===== config.mk =====
export PLATFORM = sky130hd
export DESIGN_NAME = pc_fetch_unit
export DESIGN_NICKNAME = d
export VERILOG_FILES = /design/src/rtl/pc_fetch_unit.sv
export SDC_FILE = /design/constraint.sdc
export NUM_CORES = 1
export LEC_CHECK = 0
export CELL_PAD_IN_SITES_DETAIL_PLACEMENT = 2
export CELL_PAD_IN_SITES_GLOBAL_PLACEMENT = 2
export CORE_MARGIN = 2
export CORE_UTILIZATION = 31
export DETAILED_ROUTE_END_ITERATION = 7
export HOLD_SLACK_MARGIN = 0.12
export PLACE_DENSITY_LB_ADDON = 0.1
export SYNTH_ARGS = -nofsm -noshare
export SYNTH_HDL_FRONTEND = slang
export SYNTH_SLANG_ARGS = --single-unit

===== constraint.sdc =====
create_clock -name clock -period 7.9 [get_ports clock]
set_input_delay 1.185 -clock clock [delete_from_list [all_inputs] [get_ports clock]]
set_output_delay 1.185 -clock clock [all_outputs]
set_load 0.005 [all_outputs]

===== src/rtl/pc_fetch_unit.sv =====
// pc_fetch_unit: single-outstanding instruction fetch FSM (REQ/WAIT/OUT/FAULT).
// Optional macro FETCH_WRAP_TRAP_EN: trap instead of wrapping past 32'hFFFF_FFFC.
module pc_fetch_unit #(
    parameter logic [31:0] RESET_PC = 32'h0000_0000
) (
    input  logic        clock,
    input  logic        reset,
    input  logic        stall,
    input  logic        branch_taken,
    input  logic [31:0] branch_target,
    output logic        imem_req_valid,
    input  logic        imem_req_ready,
    output logic [31:0] imem_addr,
    input  logic        imem_rsp_valid,
    input  logic [31:0] imem_rsp_data,
    output logic        instr_valid,
    output logic [31:0] instr,
    output logic [31:0] instr_pc,
    output logic        fault,
    output logic [31:0] fault_pc
);

    typedef enum logic [1:0] {
        S_REQ,
        S_WAIT,
        S_OUT,
        S_FAULT
    } state_t;

    state_t      state;
    state_t      state_nx;
    logic [31:0] pc;
    logic        flush;
    logic        br_ok;
    logic        br_bad;
    logic        wrap_trap;

    assign br_ok  = branch_taken && (branch_target[1:0] == 2'b00);
    assign br_bad = branch_taken && (branch_target[1:0] != 2'b00);

`ifdef FETCH_WRAP_TRAP_EN
    assign wrap_trap = (pc == 32'hFFFF_FFFC);
`else
    assign wrap_trap = 1'b0;
`endif

    // State register.
    always_ff @(posedge clock or posedge reset) begin
        if (reset) begin
            state <= S_REQ;
        end else begin
            state <= state_nx;
        end
    end

    // Next-state logic; a misaligned branch wins over everything else.
    always_comb begin
        state_nx = state;
        unique case (state)
            S_REQ: begin
                if (br_bad) begin
                    state_nx = S_FAULT;
                end else if (imem_req_ready) begin
                    // A branch on the accept edge still leaves one response
                    // in flight; WAIT drains it under the flush flag.
                    state_nx = S_WAIT;
                end
            end
            S_WAIT: begin
                if (br_bad) begin
                    state_nx = S_FAULT;
                end else if (imem_rsp_valid) begin
                    if (flush || br_ok) begin
                        state_nx = S_REQ;
                    end else if (wrap_trap) begin
                        state_nx = S_FAULT;
                    end else begin
                        state_nx = S_OUT;
                    end
                end
            end
            S_OUT: begin
                if (br_bad) begin
                    state_nx = S_FAULT;
                end else if (br_ok || !stall) begin
                    state_nx = S_REQ;
                end
            end
            S_FAULT: begin
                state_nx = S_FAULT;
            end
            default: begin
                state_nx = S_FAULT;
            end
        endcase
    end

    // PC, flush flag, presented instruction and fault address.
    always_ff @(posedge clock or posedge reset) begin
        if (reset) begin
            pc       <= RESET_PC;
            flush    <= 1'b0;
            instr    <= 32'h0;
            instr_pc <= 32'h0;
            fault_pc <= 32'h0;
        end else begin
            unique case (state)
                S_REQ: begin
                    if (br_bad) begin
                        fault_pc <= branch_target;
                    end else if (br_ok) begin
                        pc <= branch_target;
                        if (imem_req_ready) begin
                            flush <= 1'b1;
                        end
                    end
                end
                S_WAIT: begin
                    if (br_bad) begin
                        fault_pc <= branch_target;
                        flush    <= 1'b0;
                    end else if (imem_rsp_valid) begin
                        flush <= 1'b0;
                        if (br_ok) begin
                            pc <= branch_target;
                        end else if (!flush) begin
                            if (wrap_trap) begin
                                fault_pc <= pc;
                            end else begin
                                instr    <= imem_rsp_data;
                                instr_pc <= pc;
                                pc       <= pc + 32'd4;
                            end
                        end
                    end else if (br_ok) begin
                        pc    <= branch_target;
                        flush <= 1'b1;
                    end
                end
                S_OUT: begin
                    if (br_bad) begin
                        fault_pc <= branch_target;
                    end else if (br_ok) begin
                        pc <= branch_target;
                    end
                end
                S_FAULT: begin
                    pc <= pc;
                end
                default: begin
                    pc <= pc;
                end
            endcase
        end
    end

    // Outputs decoded from state; no request while reset is held.
    always_comb begin
        imem_req_valid = (state == S_REQ) && !reset;
        imem_addr      = pc;
        instr_valid    = (state == S_OUT);
        fault          = (state == S_FAULT);
    end

endmodule


==> results of run 1 <==
==> metrics by stage <==
stage,power (mW),instances
floorplan,1.42,484
global placement,2.06,894
detailed placement,2.11,894
CTS,2.88,926
global route,3.01,926
finish,2.83,927
==> final cells by class <==
cell class / instances / area (µm²)
multi-input cells: 320 / 2440
diodes: 1 / 2.50
clock inverters: 13 / 113
inverters: 4 / 20.0
flip-flops and latches: 131 / 3280
well taps: 234 / 293
repair buffers: 205 / 2040
clock buffers: 19 / 443
fillers: 1866 / 10100
==> how the worst max path moves through the flow <==
stage,from,endpoint,slack (ns),cells past startpoint
after global placement,imem_rsp_valid,instr[26],3.78,6
final,imem_rsp_valid,instr_pc[17],4.09,6
after CTS,imem_rsp_valid,instr[9],4.00,6
after floorplan,reset,fault_pc[0],3.22,1
after detailed placement,imem_rsp_valid,instr[9],3.56,6
after global routing,imem_rsp_valid,instr_pc[13],3.89,6
==> cell usage in the layout (no fill, tap or decap), types with 5 or more instances in the layout <==
master,n
nand3_1,22
a311oi_1,5
nand4_1,9
o22ai_1,12
dfrtp_1,131
nor2_1,20
a21oi_1,33
buf_4,5
a2bb2oi_1,9
clkbuf_16,17
nor3_1,9
clkinv_2,5
nand2_1,22
or3_1,5
o21ai_0,21
mux2_2,92
clkdlybuf4s50_1,200
==> flip-flops by register name, summed over array words and instances, names as in the netlist <==
signal / count
fault_pc: 32
imem_addr: 32
instr: 32
instr_pc: 32
state: 2
flush: 1
==> worst reg2reg max path, cell delays in order (launching register included) <==
cell,delay [ns]
dfrtp_1,0.64
inv_1,0.15
or3_1,0.45
nor2_4,0.62
buf_4,0.61
mux2_2,0.45
==> metal layers <==
layer,track usage [%],vias to the layer above,wire [µm]
li1,-,2190,-
met3,5.92,9,1260
met2,32.6,144,9390
met4,4.11,2,125
met1,26.1,2508,8760
met5,0,-,13
==> power by group through the flow <==
stage          clock (mW)  combinational, mW  sequential (mW)
6_report            0.744              0.938             1.15
5_1_grt             0.798               1.01             1.20
4_1_cts             0.764              0.957             1.16
3_5_place_dp            0              0.945             1.16
3_3_place_gp            0              0.916             1.14
2_1_floorplan           0              0.291             1.13
==> cell families after synthesis <==
| group | Yosys count | synth area share [%] |
|---|---|---|
| buffers and inverters | 33 | 3.28 |
| and+or+nand+nor | 124 | 12.0 |
| adders and majority gates | 1 | 0.212 |
| AOI/OAI and AO/OA | 98 | 10.6 |
| muxes | 97 | 18.5 |
| DFF | 131 | 55.4 |
==> results.sh, run 1 <==
export IMPL_cp_top_family="buffers and inverters"
export IMPL_synth_edff_count=0
export IMPL_grt_max_degree=83
export IMPL_core_area_um2=18700
export IMPL_fin_crit_sh_pct=48.3
export IMPL_sw_frac_of_total_pct=28.9
export IMPL_critPathBufInv=2
export IMPL_fin_area_um2=8630
export IMPL_avgViaCountPerCell=5.24
export IMPL_synthDistinctLibCells=54
export IMPL_p_switching_mw=0.820
export IMPL_crit_fanout=41
export IMPL_first_pass_iters=4
export IMPL_cp_start_kind="input port"
export IMPL_p_leak_nw=3.54
export IMPL_numCtsBuffers=17
export IMPL_overflow=0
export IMPL_cts_root_buf="clkbuf_16"
export IMPL_postPlaceCellArea_um2=8080
export IMPL_hold_ws_ns=0.497
export IMPL_post_cts_setup_buffers=0
export IMPL_hold_start="instr_pc[12]"
export IMPL_synth_top_cell_area_share_pct=55.4
export IMPL_yosys_most_used_dff="dfrtp_1"
export IMPL_comb_power_share_pct=33.1
export IMPL_period_needed_ns=3.81
export IMPL_cts_resized=0
export IMPL_antenna_found_initial=2
export IMPL_finalNetCount=750
export IMPL_initialDrtViolationCount=172
export IMPL_grt_pass1_vias=5205
export IMPL_dp_slack_ns=3.56
export IMPL_wire_per_inst_um=21.1
export IMPL_synthTopCellsByArea="dfrtp_1 (55%), mux2_2 (18%), a21oi_1 (2.8%)"
export IMPL_setup_viol=0
export IMPL_clock_fmax_mhz=262
export IMPL_clk_pin_slew_ns=0.06
export IMPL_report_final_slew_viol_count=0
export IMPL_cts_tree="done"
export IMPL_min_path_cells=1
export IMPL_hpwlAfterDp_um=13400
export IMPL_synth_seq_cells=131
export IMPL_relSlewSlack_pct=30.3
export IMPL_vdd_drop_max_v=0.000150
export IMPL_drive_above_1_share_pct=21.2
export IMPL_syn_num_nets=555
export IMPL_r2r_end="instr_pc[17]"
export IMPL_slowest_stage="clkdlybuf4s50_1"
export IMPL_grt_pass1_wl_um=30800
export IMPL_reg2regPathDepth=5
export IMPL_required_ns=8.20
export IMPL_pwr_share_clk_pct=26.2
export IMPL_synthCells=484
export IMPL_netlist_top_cells_count="dfrtp_1 (131), mux2_2 (92), a21oi_1 (33)"
export IMPL_yosysWarnings=0
export IMPL_netlist_area_um2=5910
export IMPL_ios=201
export IMPL_start_util_pct=31.6
export IMPL_p_int_mw=2.01
export IMPL_rsz0062_at_grt="false"
export IMPL_antenna_left=0
export IMPL_post_synth_top_count_cell="dfrtp_1"
export IMPL_yosysSeqAreaShare_pct=55.4
export IMPL_h_tree_depth=4
export IMPL_critPathArrivalTime_ns=4.11
export IMPL_vias=4853
export IMPL_postSynthAreaPerCell_um2=12.2
export IMPL_pwr_share_seq_pct=40.7
export IMPL_tightest_slew_ns=1.04
export IMPL_synth_top_area_cell="dfrtp_1"
export IMPL_fin_setup_tns_ns=0
export IMPL_postCtsHoldBufs=0
export IMPL_power_density_nw_per_um2=328
export IMPL_synthArstFlopShare_pct=100
export IMPL_fp_row_count=50
export IMPL_crit_chain="clkdlybuf4s50_1, nand2b_1, or3_1, nor2_4, buf_4, mux2_2"
export IMPL_wirelength_um=19500
export IMPL_status="complete, no violations"
export IMPL_insertion_delay_ns=0.42
export IMPL_hold_viol=0
export IMPL_grt_usage_pct=19.9
export IMPL_die_w_um=142
export IMPL_path_class="in2reg"
export IMPL_post_route_util_pct=46.2
export IMPL_syn_to_final_growth_pct=46.0
export IMPL_die_h_um=142
export IMPL_hold_end="instr_pc[12]"
export IMPL_rrSetupSlack_ns=4.87
export IMPL_cap_violations=0
export IMPL_worst_setup_path_end_kind="flop"
export IMPL_cts_sinks=131
export IMPL_gp_congestion=0.750
export IMPL_finalWorstSetupSlack_ns=4.09
export IMPL_drcViolationCount=0
export IMPL_hold_class="reg2reg"
export IMPL_worst_clock_skew_ns=0.0104
export IMPL_cts_buffer_depth=2
export IMPL_critPathMaxStageDelay_ns=0.72
export IMPL_rr_startpoint="state[0]"
export IMPL_fp_dieArea_um2=20200
export IMPL_port_buffers=200
No activity file was read; power rests on OpenSTA's default activity.
==> inputs of run 2 (changes only) <==
--- a/config.mk
+++ b/config.mk
@@ -8,7 +8,7 @@
 export CELL_PAD_IN_SITES_DETAIL_PLACEMENT = 2
 export CELL_PAD_IN_SITES_GLOBAL_PLACEMENT = 2
 export CORE_MARGIN = 2
-export CORE_UTILIZATION = 31
+export CORE_UTILIZATION = 26
 export DETAILED_ROUTE_END_ITERATION = 7
 export HOLD_SLACK_MARGIN = 0.12
 export PLACE_DENSITY_LB_ADDON = 0.1
==> constraint.sdc (replaced) <==
create_clock -name clock -period 3.35 [get_ports clock]
set_input_delay 0.5025 -clock clock [delete_from_list [all_inputs] [get_ports clock]]
set_output_delay 0.5025 -clock clock [all_outputs]
set_load 0.005 [all_outputs]
==> run 2 against run 1 <==
Sequential share of layout area fell by 0.83 points. Via count fell by 0.23%. First-iteration DRC count grew 26%. Core utilization decreased by 6.9 points. Clock skew fell by 0.0032 ns. Clock power is 150% higher. Die area increased by 19%. Non-clock buffer count grew 10. Final cell count up 6.4%. Critical path depth did not move. Critical path type unchanged. Critical endpoint is now imem_addr[31]. Largest cell class unchanged. Highest routed layer is now met4.
==> results.sh, run 2 (synthesis results as in run 1) <==
export IMPL_cp_top_family="simple AND/OR/NAND/NOR gates"
export IMPL_critPathMaxStageDelay_ns=0.71
export IMPL_status="complete, no violations"
export IMPL_insertion_delay_ns=0.41
export IMPL_multi_input_area_um2=2440
export IMPL_postCtsHoldBufs=0
export IMPL_antenna_left=0
export IMPL_seq_area_um2=3280
export IMPL_postPlaceCellArea_um2=8250
export IMPL_finalNetCount=760
export IMPL_critPathArrivalTime_ns=2.73
export IMPL_grt_max_degree=65
export IMPL_cts_tree="done"
export IMPL_vias=4842
export IMPL_overflow=0
export IMPL_post_route_util_pct=39.2
export IMPL_first_pass_iters=4
export IMPL_cts_buffer_depth=2
export IMPL_report_final_slew_viol_count=0
export IMPL_start_util_pct=26.3
export IMPL_fin_area_um2=8830
export IMPL_port_buffers=200
export IMPL_cts_root_buf="clkbuf_16"
export IMPL_hold_end="instr[12]"
export IMPL_h_tree_depth=4
export IMPL_hold_start="instr[12]"
export IMPL_die_h_um=155
export IMPL_ios=201
export IMPL_drcViolationCount=0
export IMPL_slowest_stage="clkdlybuf4s50_1"
export IMPL_post_cts_setup_buffers=0
export IMPL_power_density_nw_per_um2=763
export IMPL_cts_sinks=131
export IMPL_fill_cells=2309
export IMPL_drive_above_1_share_pct=22.4
export IMPL_tightest_slew_ns=0.642
export IMPL_p_leak_nw=3.60
export IMPL_r2r_end="imem_addr[31]"
export IMPL_setup_viol=0
export IMPL_finalNonFillerCells=986
export IMPL_gp_congestion=0.759
export IMPL_mostFrequentLayoutCells="clkdlybuf4s50_1 (200), dfrtp_1 (131), mux2_2 (92)"
export IMPL_path_class="in2reg"
export IMPL_worst_setup_path_end_kind="flop"
export IMPL_rr_startpoint="state[0]"
export IMPL_clk_pin_slew_ns=0.06
export IMPL_min_path_cells=1
export IMPL_period_needed_ns=2.44
export IMPL_syn_to_final_growth_pct=49.3
export IMPL_required_ns=3.65
export IMPL_hold_viol=0
export IMPL_crit_fanout=11
export IMPL_clock_fmax_mhz=411
export IMPL_grt_pass1_vias=5340
export IMPL_crit_chain="clkdlybuf4s50_1, and4_1, nand3_1, nor4_2, mux2i_1, nor3_1"
export IMPL_initialDrtViolationCount=216
export IMPL_core_area_um2=22500
export IMPL_critPathBufInv=1
export IMPL_wire_per_inst_um=19.8
export IMPL_rrSetupSlack_ns=1.09
export IMPL_antenna_found_initial=0
export IMPL_avgViaCountPerCell=4.91
export IMPL_cp_start_kind="input port"
export IMPL_place_inst=955
export IMPL_fp_row_count=55
export IMPL_dp_slack_ns=0.500
export IMPL_worst_clock_skew_ns=0.00721
export IMPL_mostFrequentLayoutCell="clkdlybuf4s50_1"
export IMPL_reg2regPathDepth=5
export IMPL_hold_class="reg2reg"
export IMPL_grt_pass1_wl_um=31200
export IMPL_fin_crit_sh_pct=72.7
export IMPL_cap_violations=0
export IMPL_fin_setup_tns_ns=0
export IMPL_hpwlAfterDp_um=14100
export IMPL_fp_dieArea_um2=24000
export IMPL_grt_usage_pct=16.8
export IMPL_numCtsBuffers=17
export IMPL_cts_resized=0
export IMPL_finalWorstSetupSlack_ns=0.915
export IMPL_die_w_um=155
export IMPL_relSlewSlack_pct=57.1
export IMPL_diodes=0
export IMPL_vdd_drop_max_v=0.000274
export IMPL_rsz0062_at_grt="false"
export IMPL_wirelength_um=19500
-- run 2: cell count changes in the layout (fill, tap and decap cells not counted), sizes merged --
cell | before | now
bufinv | 1 | 2
clkbuf | 19 | 18
buf | 5 | 15
clkinv | 9 | 6
clkinvlp | 3 | 5
diode | 1 | 0
-- run 2: cell type report --
cell class	instances	share of cell area, %
inverter	4	0.213
multi-input combinational	320	27.7
tap	285	4.04
clock buffer	18	4.98
clock inverter	13	1.55
sequential	131	37.1
timing repair buffer	215	24.4
-- run 2: metal layers --
metal | global-route usage, % | wire (µm)
met1 | 22.2 | 8850
met2 | 27.1 | 9290
met3 | 4.48 | 1090
met4 | 4.72 | 255
met5 | 0 | 0
-- run 2: worst max-delay path by stage --
stage / startpoint / endpoint / slack (ns) / depth (start not counted)
6_report: imem_rsp_valid / imem_addr[31] / 0.91 / 6
5_1_grt: imem_rsp_valid / imem_addr[31] / 0.80 / 6
4_1_cts: state[0] / fault / 0.90 / 3
3_5_place_dp: imem_rsp_valid / imem_addr[31] / 0.50 / 6
3_3_place_gp: imem_rsp_valid / imem_addr[31] / 0.56 / 6
2_1_floorplan: reset / fault_pc[0] / 1.22 / 1
-- run 2: through the flow --
step | hold slack, ns | power (mW)
global placement | 0.473 | 4.89
detailed placement | 0.477 | 4.98
floorplan | 0.483 | 3.34
finish | 0.489 | 6.74
global route | 0.519 | 7.18
CTS | 0.491 | 6.88
-- run 2: report_power, final --
part	total (mW)	leakage, nW	switching (mW)	internal (mW)
combinational	2.21	1.66	0.677	1.53
clock	1.83	0.274	0.720	1.11
sequential	2.70	1.67	0.511	2.19
total	6.74	3.60	1.91	4.83
==> inputs of run 3 (changes only) <==
--- a/config.mk
+++ b/config.mk
@@ -8,7 +8,7 @@
 export CELL_PAD_IN_SITES_DETAIL_PLACEMENT = 2
 export CELL_PAD_IN_SITES_GLOBAL_PLACEMENT = 2
 export CORE_MARGIN = 2
-export CORE_UTILIZATION = 26
+export CORE_UTILIZATION = 29
 export DETAILED_ROUTE_END_ITERATION = 7
 export HOLD_SLACK_MARGIN = 0.12
 export PLACE_DENSITY_LB_ADDON = 0.1
==> constraint.sdc (replaced) <==
create_clock -name clock -period 2.3 [get_ports clock]
set_input_delay 0.345 -clock clock [delete_from_list [all_inputs] [get_ports clock]]
set_output_delay 0.345 -clock clock [all_outputs]
set_load 0.005 [all_outputs]
==> run 3 against run 2 <==
Count of clock-buffer cells in the layout up 2. Final cell count increased by 1.1%. Clock skew increased by 0.0068 ns. Core utilization is 5.9 points higher. Critical path depth down 2. Register-to-register slack got worse by 0.81 ns. Combinational power is 51% higher. Worst setup slack got worse by 0.77 ns. Non-clock buffer count grew 25. Cell area is 2.9% higher. Die area decreased by 10%. Largest power group unchanged. Highest routed layer unchanged.
==> results.sh, run 3 (synthesis results as in run 1) <==
export IMPL_cts_tree="done"
export IMPL_crit_fanout=9
export IMPL_p_switching_mw=2.85
export IMPL_die_h_um=147
export IMPL_die_w_um=147
export IMPL_post_cts_setup_buffers=0
export IMPL_critPathBufInv=3
export IMPL_syn_to_final_growth_pct=53.6
export IMPL_hpwlAfterDp_um=14700
export IMPL_vdd_drop_max_v=0.000439
export IMPL_worst_clock_skew_ns=0.0141
export IMPL_cts_resized=0
export IMPL_critPathMaxStageDelay_ns=0.50
export IMPL_mostFrequentLayoutCell="clkdlybuf4s50_1"
export IMPL_cp_top_family="buffers and inverters"
export IMPL_wire_per_inst_um=20.4
export IMPL_core_area_um2=20100
export IMPL_cts_buffer_depth=2
export IMPL_diodes=0
export IMPL_drcViolationCount=0
export IMPL_fill_cells=2043
export IMPL_finalNetCount=785
export IMPL_wirelength_um=20300
export IMPL_fp_dieArea_um2=21500
export IMPL_clk_pin_slew_ns=0.06
export IMPL_first_pass_iters=5
export IMPL_insertion_delay_ns=0.43
export IMPL_tightest_slew_ns=0.479
export IMPL_p_leak_nw=3.75
export IMPL_mostFrequentLayoutCells="clkdlybuf4s50_1 (200), dfrtp_1 (130), mux2_2 (92)"
export IMPL_crit_chain="buf_4, nand2_1, inv_1, clkdlybuf4s50_1"
export IMPL_grt_max_degree=76
export IMPL_hold_viol=0
export IMPL_post_route_util_pct=45.2
export IMPL_pwr_share_seq_pct=38.9
export IMPL_drive_above_1_share_pct=25.2
export IMPL_rsz0062_at_grt="false"
export IMPL_antenna_left=0
export IMPL_overflow=0
export IMPL_cts_root_buf="clkbuf_16"
export IMPL_antenna_found_initial=0
export IMPL_setup_viol=0
export IMPL_port_buffers=200
export IMPL_comb_power_share_pct=33.1
export IMPL_start_util_pct=29.4
export IMPL_status="complete, no violations"
export IMPL_cp_start_kind="flop"
export IMPL_grt_usage_pct=19.7
export IMPL_ios=201
export IMPL_vias=4976
export IMPL_report_final_slew_viol_count=0
export IMPL_fin_crit_sh_pct=93.5
export IMPL_worst_setup_path_end_kind="output pin"
export IMPL_clock_fmax_mhz=465
export IMPL_power_density_nw_per_um2=1110
export IMPL_path_class="reg2out"
export IMPL_gp_congestion=0.774
export IMPL_cap_violations=0
export IMPL_grt_pass1_wl_um=33000
export IMPL_hold_ws_ns=0.428
export IMPL_sw_frac_of_total_pct=28.2
export IMPL_pwr_share_clk_pct=28.0
export IMPL_initialDrtViolationCount=134
export IMPL_relSlewSlack_pct=68.1
export IMPL_avgViaCountPerCell=4.99
export IMPL_period_needed_ns=2.15
export IMPL_slowest_stage="clkdlybuf4s50_1"
export IMPL_postCtsHoldBufs=0
export IMPL_required_ns=1.96
export IMPL_h_tree_depth=4
export IMPL_p_int_mw=7.24
export IMPL_hold_class="in2async"
export IMPL_fp_row_count=52
export IMPL_numCtsBuffers=17
export IMPL_grt_pass1_vias=5570
export IMPL_critPathArrivalTime_ns=1.81
export IMPL_cts_sinks=131
==> run 3: worst register-to-register path, stage by stage, from the launching register on <==
cell	delay [ns]
dfrtp_1	0.45
ha_1	0.21
and3_1	0.24
nand4_1	0.15
or4_4	0.55
a211o_1	0.31
==> run 3: metrics by stage <==
stage          worst slack [ns]  instance area, µm²  setup TNS, ns  total power [mW]  std cells
2_1_floorplan             0.332                5920              0              4.87        484
3_3_place_gp             0.0169                8470              0              7.18        965
3_5_place_dp            -0.0575                8470          -1.82              7.36        965
4_1_cts                 0.00697                9080              0              10.3        997
5_1_grt                  0.0503                9080              0              10.7        997
6_report                  0.149                9080              0              10.1        997
==> run 3: worst paths after layout <==
kind                         startpoint             to  slack (ns)  depth (start not counted)
max                            state[0]          fault        0.15                          4
max reg2reg                imem_addr[3]  imem_addr[24]        0.28                          5
max in group asynchronous         reset  imem_addr[21]        1.45                          3
min reg2reg                instr_pc[12]   instr_pc[12]        0.49                          1
min in group clock         instr_pc[12]   instr_pc[12]        0.49                          1
min                               reset      instr[13]        0.43                          3
==> run 3: power groups by stage <==
stage	Combinational, mW	Clock, mW	Sequential [mW]
2_1_floorplan	1.00	0	3.87
3_3_place_gp	3.29	0	3.89
3_5_place_dp	3.38	0	3.98
4_1_cts	3.41	2.90	3.95
5_1_grt	3.63	3.01	4.09
6_report	3.34	2.83	3.92
==> run 3: layout make-up <==
class                           instances  area (µm²)  area share [%]
Inverter                                4        18.8           0.207
Sequential cell                       131        3280            36.1
Clock buffer                           20         457            5.03
Tap cell                              270         338            3.72
Multi-Input combinational cell        320        2440            26.9
Timing Repair Buffer                  240        2390            26.3
Clock inverter                         12         154            1.69
==> run 3: metal layers <==
layer	global-route usage, %	part of all wire [%]
met1	25.2	44
met2	33.4	50
met3	5.03	4.9
met4	5.24	0.84
met5	0	0
